<file path="config.mk">
export PLATFORM = sky130hd
export DESIGN_NAME = rounding_arbiter
export DESIGN_NICKNAME = d
export VERILOG_FILES = /design/src/rtl/rounding_arbiter.sv
export SDC_FILE = /design/constraint.sdc
export NUM_CORES = 1
export LEC_CHECK = 0
export CAP_MARGIN = 20
export CORE_UTILIZATION = 46
export DETAILED_ROUTE_END_ITERATION = 7
export PLACE_DENSITY = 0.84
export SKIP_CTS_REPAIR_TIMING = 1
export SLEW_MARGIN = 15
export SYNTH_ARGS = -nofsm -noshare
export SYNTH_HDL_FRONTEND = slang
export SYNTH_SLANG_ARGS = --single-unit
</file>
<file path="constraint.sdc">
create_clock -name clk -period 3 [get_ports clk]
set_input_delay 0.45 -clock clk [delete_from_list [all_inputs] [get_ports clk]]
set_output_delay 0.45 -clock clk [all_outputs]
set_load 0.01 [all_outputs]
</file>
<file path="src/rtl/rounding_arbiter.sv">
// Round-robin arbiter sharing one round-to-nearest-even datapath among
// several arithmetic requesters, with a single registered result stage.
module rounding_arbiter #(
    parameter int unsigned EXPONENT_WIDTH   = 8,
    parameter int unsigned MANTISSA_WIDTH   = 23,
    parameter int unsigned ROUNDING_BITS    = 3,
    parameter bit          ROUND_TO_NEAREST = 1'b1,
    parameter int unsigned NUM_REQUESTERS   = 2,
    parameter int unsigned ID_WIDTH         = $clog2(NUM_REQUESTERS)
) (
    input  logic                                      clk,
    input  logic                                      rst_n,
    input  logic [NUM_REQUESTERS-1:0]                 req_valid,
    output logic [NUM_REQUESTERS-1:0]                 req_ready,
    input  logic [NUM_REQUESTERS*EXPONENT_WIDTH-1:0]  req_exponent,
    input  logic [NUM_REQUESTERS*MANTISSA_WIDTH-1:0]  req_mantissa,
    input  logic [NUM_REQUESTERS*ROUNDING_BITS-1:0]   req_rounding_bits,
    output logic                                      out_valid,
    input  logic                                      out_ready,
    output logic [EXPONENT_WIDTH-1:0]                 out_exponent,
    output logic [MANTISSA_WIDTH-1:0]                 out_mantissa,
    output logic                                      out_overflow,
    output logic [ID_WIDTH-1:0]                       out_id,
    output logic [15:0]                               overflow_count
);

    localparam int unsigned MANT_EXT_W = MANTISSA_WIDTH + 1;
    localparam int unsigned CNT_W      = 16;
    localparam logic [ROUNDING_BITS-1:0] HALF_GUARD =
        ROUNDING_BITS'(1) << (ROUNDING_BITS - 1);
    localparam logic [ID_WIDTH-1:0] LAST_ID = ID_WIDTH'(NUM_REQUESTERS - 1);

    logic [ID_WIDTH-1:0]       rr_ptr;
    logic                      stage_free_c;
    logic                      grant_found_c;
    logic [ID_WIDTH-1:0]       grant_id_c;
    logic                      accept_c;
    logic                      hi_found_c;
    logic                      lo_found_c;
    logic [ID_WIDTH-1:0]       hi_id_c;
    logic [ID_WIDTH-1:0]       lo_id_c;
    logic [EXPONENT_WIDTH-1:0] exp_sel_c;
    logic [MANTISSA_WIDTH-1:0] mant_sel_c;
    logic [ROUNDING_BITS-1:0]  guard_sel_c;
    logic                      halfway_c;
    logic                      round_up_c;
    logic [MANT_EXT_W-1:0]     mant_sum_c;
    logic [EXPONENT_WIDTH-1:0] rnd_exp_c;
    logic [MANTISSA_WIDTH-1:0] rnd_mant_c;
    logic                      rnd_ovf_c;

    assign stage_free_c = !out_valid || out_ready;

    // Rotating priority: lowest valid index at or above rr_ptr, else lowest below it.
    always_comb begin
        hi_found_c = 1'b0;
        lo_found_c = 1'b0;
        hi_id_c    = '0;
        lo_id_c    = '0;
        for (int i = int'(NUM_REQUESTERS) - 1; i >= 0; i--) begin
            if (req_valid[i]) begin
                if (ID_WIDTH'(i) >= rr_ptr) begin
                    hi_found_c = 1'b1;
                    hi_id_c    = ID_WIDTH'(i);
                end else begin
                    lo_found_c = 1'b1;
                    lo_id_c    = ID_WIDTH'(i);
                end
            end
        end
        grant_found_c = hi_found_c || lo_found_c;
        grant_id_c    = hi_found_c ? hi_id_c : lo_id_c;
    end

    assign accept_c = rst_n && grant_found_c && stage_free_c;

    // One-hot ready to the granted requester only when the stage can take it.
    always_comb begin
        req_ready = '0;
        if (accept_c) begin
            req_ready[grant_id_c] = 1'b1;
        end
    end

    // Route the granted requester's operand slices into the rounder.
    always_comb begin
        exp_sel_c   = '0;
        mant_sel_c  = '0;
        guard_sel_c = '0;
        for (int i = 0; i < int'(NUM_REQUESTERS); i++) begin
            if (grant_id_c == ID_WIDTH'(i)) begin
                exp_sel_c   = req_exponent[i*EXPONENT_WIDTH +: EXPONENT_WIDTH];
                mant_sel_c  = req_mantissa[i*MANTISSA_WIDTH +: MANTISSA_WIDTH];
                guard_sel_c = req_rounding_bits[i*ROUNDING_BITS +: ROUNDING_BITS];
            end
        end
    end

    // Round to nearest, ties to even; a mantissa carry bumps the exponent and
    // an exponent reaching all-ones saturates to infinity.
    always_comb begin
        halfway_c  = (guard_sel_c == HALF_GUARD);
        round_up_c = ROUND_TO_NEAREST &&
                     ((halfway_c && mant_sel_c[0]) ||
                      (!halfway_c && guard_sel_c[ROUNDING_BITS-1]));
        mant_sum_c = {1'b0, mant_sel_c} + MANT_EXT_W'(1);
        rnd_exp_c  = exp_sel_c;
        rnd_mant_c = mant_sel_c;
        rnd_ovf_c  = 1'b0;
        if (round_up_c) begin
            rnd_mant_c = mant_sum_c[MANTISSA_WIDTH-1:0];
            if (mant_sum_c[MANTISSA_WIDTH]) begin
                rnd_exp_c = exp_sel_c + EXPONENT_WIDTH'(1);
                if (&rnd_exp_c) begin
                    rnd_mant_c = '0;
                    rnd_ovf_c  = 1'b1;
                end
            end
        end
    end

    // Result stage and round-robin pointer.
    always_ff @(posedge clk or negedge rst_n) begin
        if (!rst_n) begin
            out_valid    <= 1'b0;
            out_exponent <= '0;
            out_mantissa <= '0;
            out_overflow <= 1'b0;
            out_id       <= '0;
            rr_ptr       <= '0;
        end else if (accept_c) begin
            out_valid    <= 1'b1;
            out_exponent <= rnd_exp_c;
            out_mantissa <= rnd_mant_c;
            out_overflow <= rnd_ovf_c;
            out_id       <= grant_id_c;
            rr_ptr       <= (grant_id_c == LAST_ID) ? '0 : grant_id_c + ID_WIDTH'(1);
        end else if (out_valid && out_ready) begin
            out_valid <= 1'b0;
        end
    end

    // Saturating count of overflowed results handed downstream.
    always_ff @(posedge clk or negedge rst_n) begin
        if (!rst_n) begin
            overflow_count <= '0;
        end else if (out_valid && out_ready && out_overflow && !(&overflow_count)) begin
            overflow_count <= overflow_count + CNT_W'(1);
        end
    end

endmodule

</file>
# Yosys cells after proc, flatten, opt, wreduce, memory -nomap -nowiden
# Index checks and enable logic that the tools add are counted.
[word_totals]
regBits = 51
in_bits = 73
[classes]
n_addsub = 4
magnitude_cmp = 4
eq_ne = 1
n_mux = 30
reduce_logical = 17
[op_table]
columns = ["operator", "count"]
rows = [
  ["23-bit two-way mux", 4],
  ["23-bit by 1-bit adder with 24-bit output, second input constant", 1],
  ["8-bit two-way mux", 3],
  ["1-bit two-way mux", 20],
  ["16-bit by 1-bit adder with 16-bit output, second input constant", 1],
  ["16-bit AND reduction", 1],
  ["8-bit by 1-bit adder with 8-bit output, second input constant", 1],
  ["1-bit logical AND", 8],
  ["8-bit AND reduction", 1],
  ["3-bit == test, second input constant", 1],
  ["1-bit logical NOT", 3],
  ["1-bit logical OR", 3],
  ["3-bit two-way mux", 1],
  ["1-bit greater-or-equal comparator, first input constant", 2],
  ["1-bit by 2-bit less-than comparator with 1-bit output, second input constant", 1],
  ["2-bit two-way mux", 1],
  ["2-bit nonzero test", 1],
  ["1-bit adder, second input constant", 1],
  ["1-bit demux with 1-bit select", 1],
  ["1-bit greater-or-equal comparator, second input constant", 1],
]

# Depth between registers and ports, before layout
[logic_depth]
depth_word = 12
depth_mapped = 12
depth_no_buf = 9

# Worst setup path before layout
# No wires, ideal clock.
[synth_path]
kind = "input to register"
startpoint = "input req_valid[0]"
endpoint = "register out_mantissa[10]"
setup_time_ns = 0.137
arrival_time_ns = 2.588
required_ns = 2.863
path_slack_ns = 0.275
cell_stages = 11
n_path_buf = 2
path_cell_list = "and2b_1 > nor2_2 > buf_2 > buf_2 > nand2_1 > nand2_1 > ha_1 > o21ai_1 > a221o_1 > o31ai_4 > o31ai_1"
[synth_between]
elab_chain_cells = 8
[synth_lines]
columns = ["element", "line", "rtl"]
rows = [
  ["start, declared", "13", "input logic [NUM_REQUESTERS-1:0] req_valid,"],
  ["1-bit two-way mux", "61", "if (req_valid[i]) begin"],
  ["1-bit two-way mux", "72", "grant_id_c = hi_found_c ? hi_id_c : lo_id_c;"],
  ["8-bit two-way mux / 3-bit two-way mux (equally long branches)", "91", "if (grant_id_c == ID_WIDTH'(i)) begin"],
  ["8-bit by 1-bit adder with 8-bit output / 3-bit == test (equally long branches)", "113, 102", ""],
  ["8-bit AND reduction / 1-bit logical NOT (equally long branches)", "114, 105", ""],
  ["23-bit two-way mux / 1-bit logical AND (equally long branches)", "114, 105", ""],
  ["23-bit two-way mux / 1-bit logical OR (equally long branches)", "112, 104", ""],
  ["23-bit two-way mux", "110", "if (round_up_c) begin"],
  ["end signal, assigned", "134", "out_mantissa <= rnd_mant_c;"],
  ["end, declared", "21", "output logic [MANTISSA_WIDTH-1:0] out_mantissa,"],
]
# Parallel ways exist; a longest one is shown, timed or not.
# A chain may end at the register's enable or synchronous reset.

# Worst setup path in the final report
[layout_path]
startpoint = "input req_valid[1]"
endpoint = "output req_ready[1]"
[layout_between]
elab_chain_cells = 9
[layout_lines]
columns = ["element", "line", "rtl"]
rows = [
  ["1-bit two-way mux", "61", ""],
  ["1-bit two-way mux", "62", "if (ID_WIDTH'(i) >= rr_ptr) begin"],
  ["1-bit two-way mux", "61", ""],
  ["1-bit two-way mux", "72", ""],
  ["1-bit by 2-bit less-than comparator with 1-bit output (implied by the code) / 1-bit greater-or-equal comparator (equally long branches)", "81", "req_ready[grant_id_c] = 1'b1;"],
  ["1-bit logical AND (implied by the code)", "81", ""],
  ["1-bit two-way mux (implied by the code)", "81", ""],
  ["1-bit demux with 1-bit select", "81", ""],
  ["2-bit two-way mux *", "80", "if (accept_c) begin"],
  ["end, declared", "14", "output logic [NUM_REQUESTERS-1:0] req_ready,"],
]
# Every way passes the cells marked *; elsewhere a longest branch is shown, timed or not.

==> flow_metrics.tcl <==
set metrics [dict create \
    status "finished, final reports clean" \
    syn_to_final_growth_pct 43.19 \
    drt-pass1-iter-count 5 \
    relSlewSlack 0.5098 \
    dieWidth_um 90.51 \
    clk-insertion-delay-late_ns 0.32 \
    ctsHtreeMaxLevel 2 \
    drc 0 \
    synth_ff_type "dfrtp_1" \
    final_common_cell "clkdlybuf4s50_1" \
    final_cell_mix "123 x clkdlybuf4s50_1, 63 x nand2_1, 51 x dfrtp_1, 26 x nand3_1, 24 x xnor2_1" \
    yosys-top-cells-area "dfrtp_1 35%, nand2_1 6.6%, xnor2_1 5.8%" \
    wl_met3_um 801 \
    p_leak_nw 2.103 \
    startpoint_type "input port" \
    syn_nets 500 \
    final_cells 659 \
    setup_viol 0 \
    synth_seq_area_share 0.3542 \
    netlist_area_sq_mm 0.003603 \
    crit_fanout 4 \
    synth_area_leader_cell "dfrtp_1" \
    antenna_found_initial 0 \
    antenna_left 0 \
    fin_crit_ns 2.828 \
    multi_input_comb_area_sq_mm 0.002200 \
    async_reset_ff_frac 1.000 \
    critPathLaunch "req_valid[1]" \
    postSynthAreaPerCell_sq_um 8.499 \
    synth_edf_count 0 \
    design.die.area_sq_mm 0.008191 \
    hold_class "in -> async" \
    peakVddDrop_mv 0.1881 \
    diodes 0 \
    cts_tree "yes" \
    finalClockSkew_ns 0.003588 \
    rows 31 \
    wl_met1_um 4831 \
    synth_cell_types 58 \
    wl_met2_um 5491 \
    setup_tns_ns 0 \
    required_ns 2.55 \
    finalPower_mw 1.944 \
    powerDensity_mw_per_mm2 376.8 \
    place_area_sq_mm 0.005067 \
    maxSlewViolCount 0 \
    gr-usage-all-layers 0.2810 \
    grt-ovfl-total 0 \
    vias 3874 \
    arrival_ns 2.38 \
    wl_um 11310 \
    regArea_sq_mm 0.001276 \
    grt_pass1_wl_um 18680 \
    path_class "in -> out" \
    portBuffers 124 \
    io_pins 125 \
    holdWs_ns 0.2918 \
    max_cap_viol_count 0 \
    cts_root_buf "clkbuf_8" \
    yosysTopAreaCellShare 0.3542 \
    drtIter0Drc 195 \
    r2r_start "rr_ptr" \
    dieHeight_um 90.51 \
    core_sq_mm 0.007408 \
    postSynthCellCount 424 \
    clock-sinks 51 \
    fin_crit_sh 0.9428 \
    cts.clk_slew.worst_paths_ns 0.10 \
    worst_pin_slew_ns 0.7258 \
    ys_warn_count 0 \
    clock.fmax_mhz 353.6 \
    rsz0062_at_grt "false" \
    ys_seq_elements 51 \
    gp_routability_congestion 0.9158 \
    fillers 605 \
    grt_max_degree 52 \
    finalHoldViolCount 0 \
    layout.nets 635 \
    top_layer "met4" \
    dp_hpwl_um 8887 \
    grt_pass1_vias 3883 \
    cts.path.max_buffers 2 \
    drive_above_1_share 0.07679 \
    via_per_inst 5.879 \
    end_kind "primary output" \
    start_util 0.4864 \
    numCtsBuffers 5 \
    place_inst 651 \
    rr_worst_depth 9 \
    design_area_sq_mm 0.005160 \
    wl_per_cell_um 17.16 \
]
-- final cells by class --
type,instances,share of cell area
Clock buffer,5,0.01334
Clock inverter,3,0.004607
Inverter,11,0.008002
Multi-Input combinational cell,344,0.4263
Sequential cell,51,0.2473
Tap cell,99,0.02401
Timing Repair Buffer,146,0.2764
-- state kept, by name (all words and copies together) (netlist names) --
| signal | cells |
|---|---|
| out_exponent | 8 |
| out_mantissa | 23 |
| out_overflow | 1 |
| overflow_count | 16 |
| out_valid | 1 |
| out_id | 1 |
| rr_ptr | 1 |
-- kinds of logic after synthesis --
group                      share of synthesized area
AOI/OAI and AO/OA                             0.1656
xor gates and xnor gates                      0.1045
adders and majority gates                    0.01042
buffers and inverters                        0.03542
DFF                                           0.3542
muxes                                        0.06215
and+or+nand+nor                               0.2677
-- cell usage after synthesis (9+ instances only) --
| cell type | instances |
|---|---|
| nand3_1 | 26 |
| nor4_1 | 10 |
| xnor2_1 | 24 |
| o21ai_0 | 21 |
| nor3_1 | 22 |
| nor2_1 | 20 |
| nand2_1 | 63 |
| a21oi_1 | 12 |
| mux2i_1 | 19 |
| dfrtp_1 | 51 |
| nand4_1 | 12 |
| and3_1 | 9 |
| xor2_1 | 19 |
| inv_1 | 10 |
-- worst paths after layout --
path	end	slack, ns
min reg2reg	out_id	0.48
min	out_mantissa[15]	0.29
max reg2reg	out_mantissa[10]	0.45
max	req_ready[1]	0.17
max in group asynchronous	out_mantissa[17]	2.27
min in group clk	out_valid	0.48
-- where the power goes --
| part | switching (mW) | total (mW) | internal, mW |
|---|---|---|---|
| sequential | 0.0536 | 0.825 | 0.771 |
| clock | 0.260 | 0.428 | 0.168 |
| combinational | 0.326 | 0.692 | 0.366 |
-- worst max-delay path, stage by stage --
cell	delay, ns
clkdlybuf4s50_1	0.54
buf_4	0.15
o21ai_0	0.13
nor2b_1	0.31
nand2_1	0.11
inv_1	0.13
clkdlybuf4s50_1	0.56
-- per-stage QoR --
step                        util  worst slack, ns
after CTS                 0.6965           0.1914
after detailed placement  0.6840         0.007787
after global placement    0.6840           0.1109
after global routing      0.6965          0.04761
after floorplan                -           0.2750
final                     0.6965           0.1717
-- per-layer routing --
layer  vias up  global-route usage
met5         -                   0
met4         0             0.07930
met3        21             0.04461
met2       196              0.4880
met1      1827              0.3593
li1       1830                   -
Power figures use the tool's default switching activity.
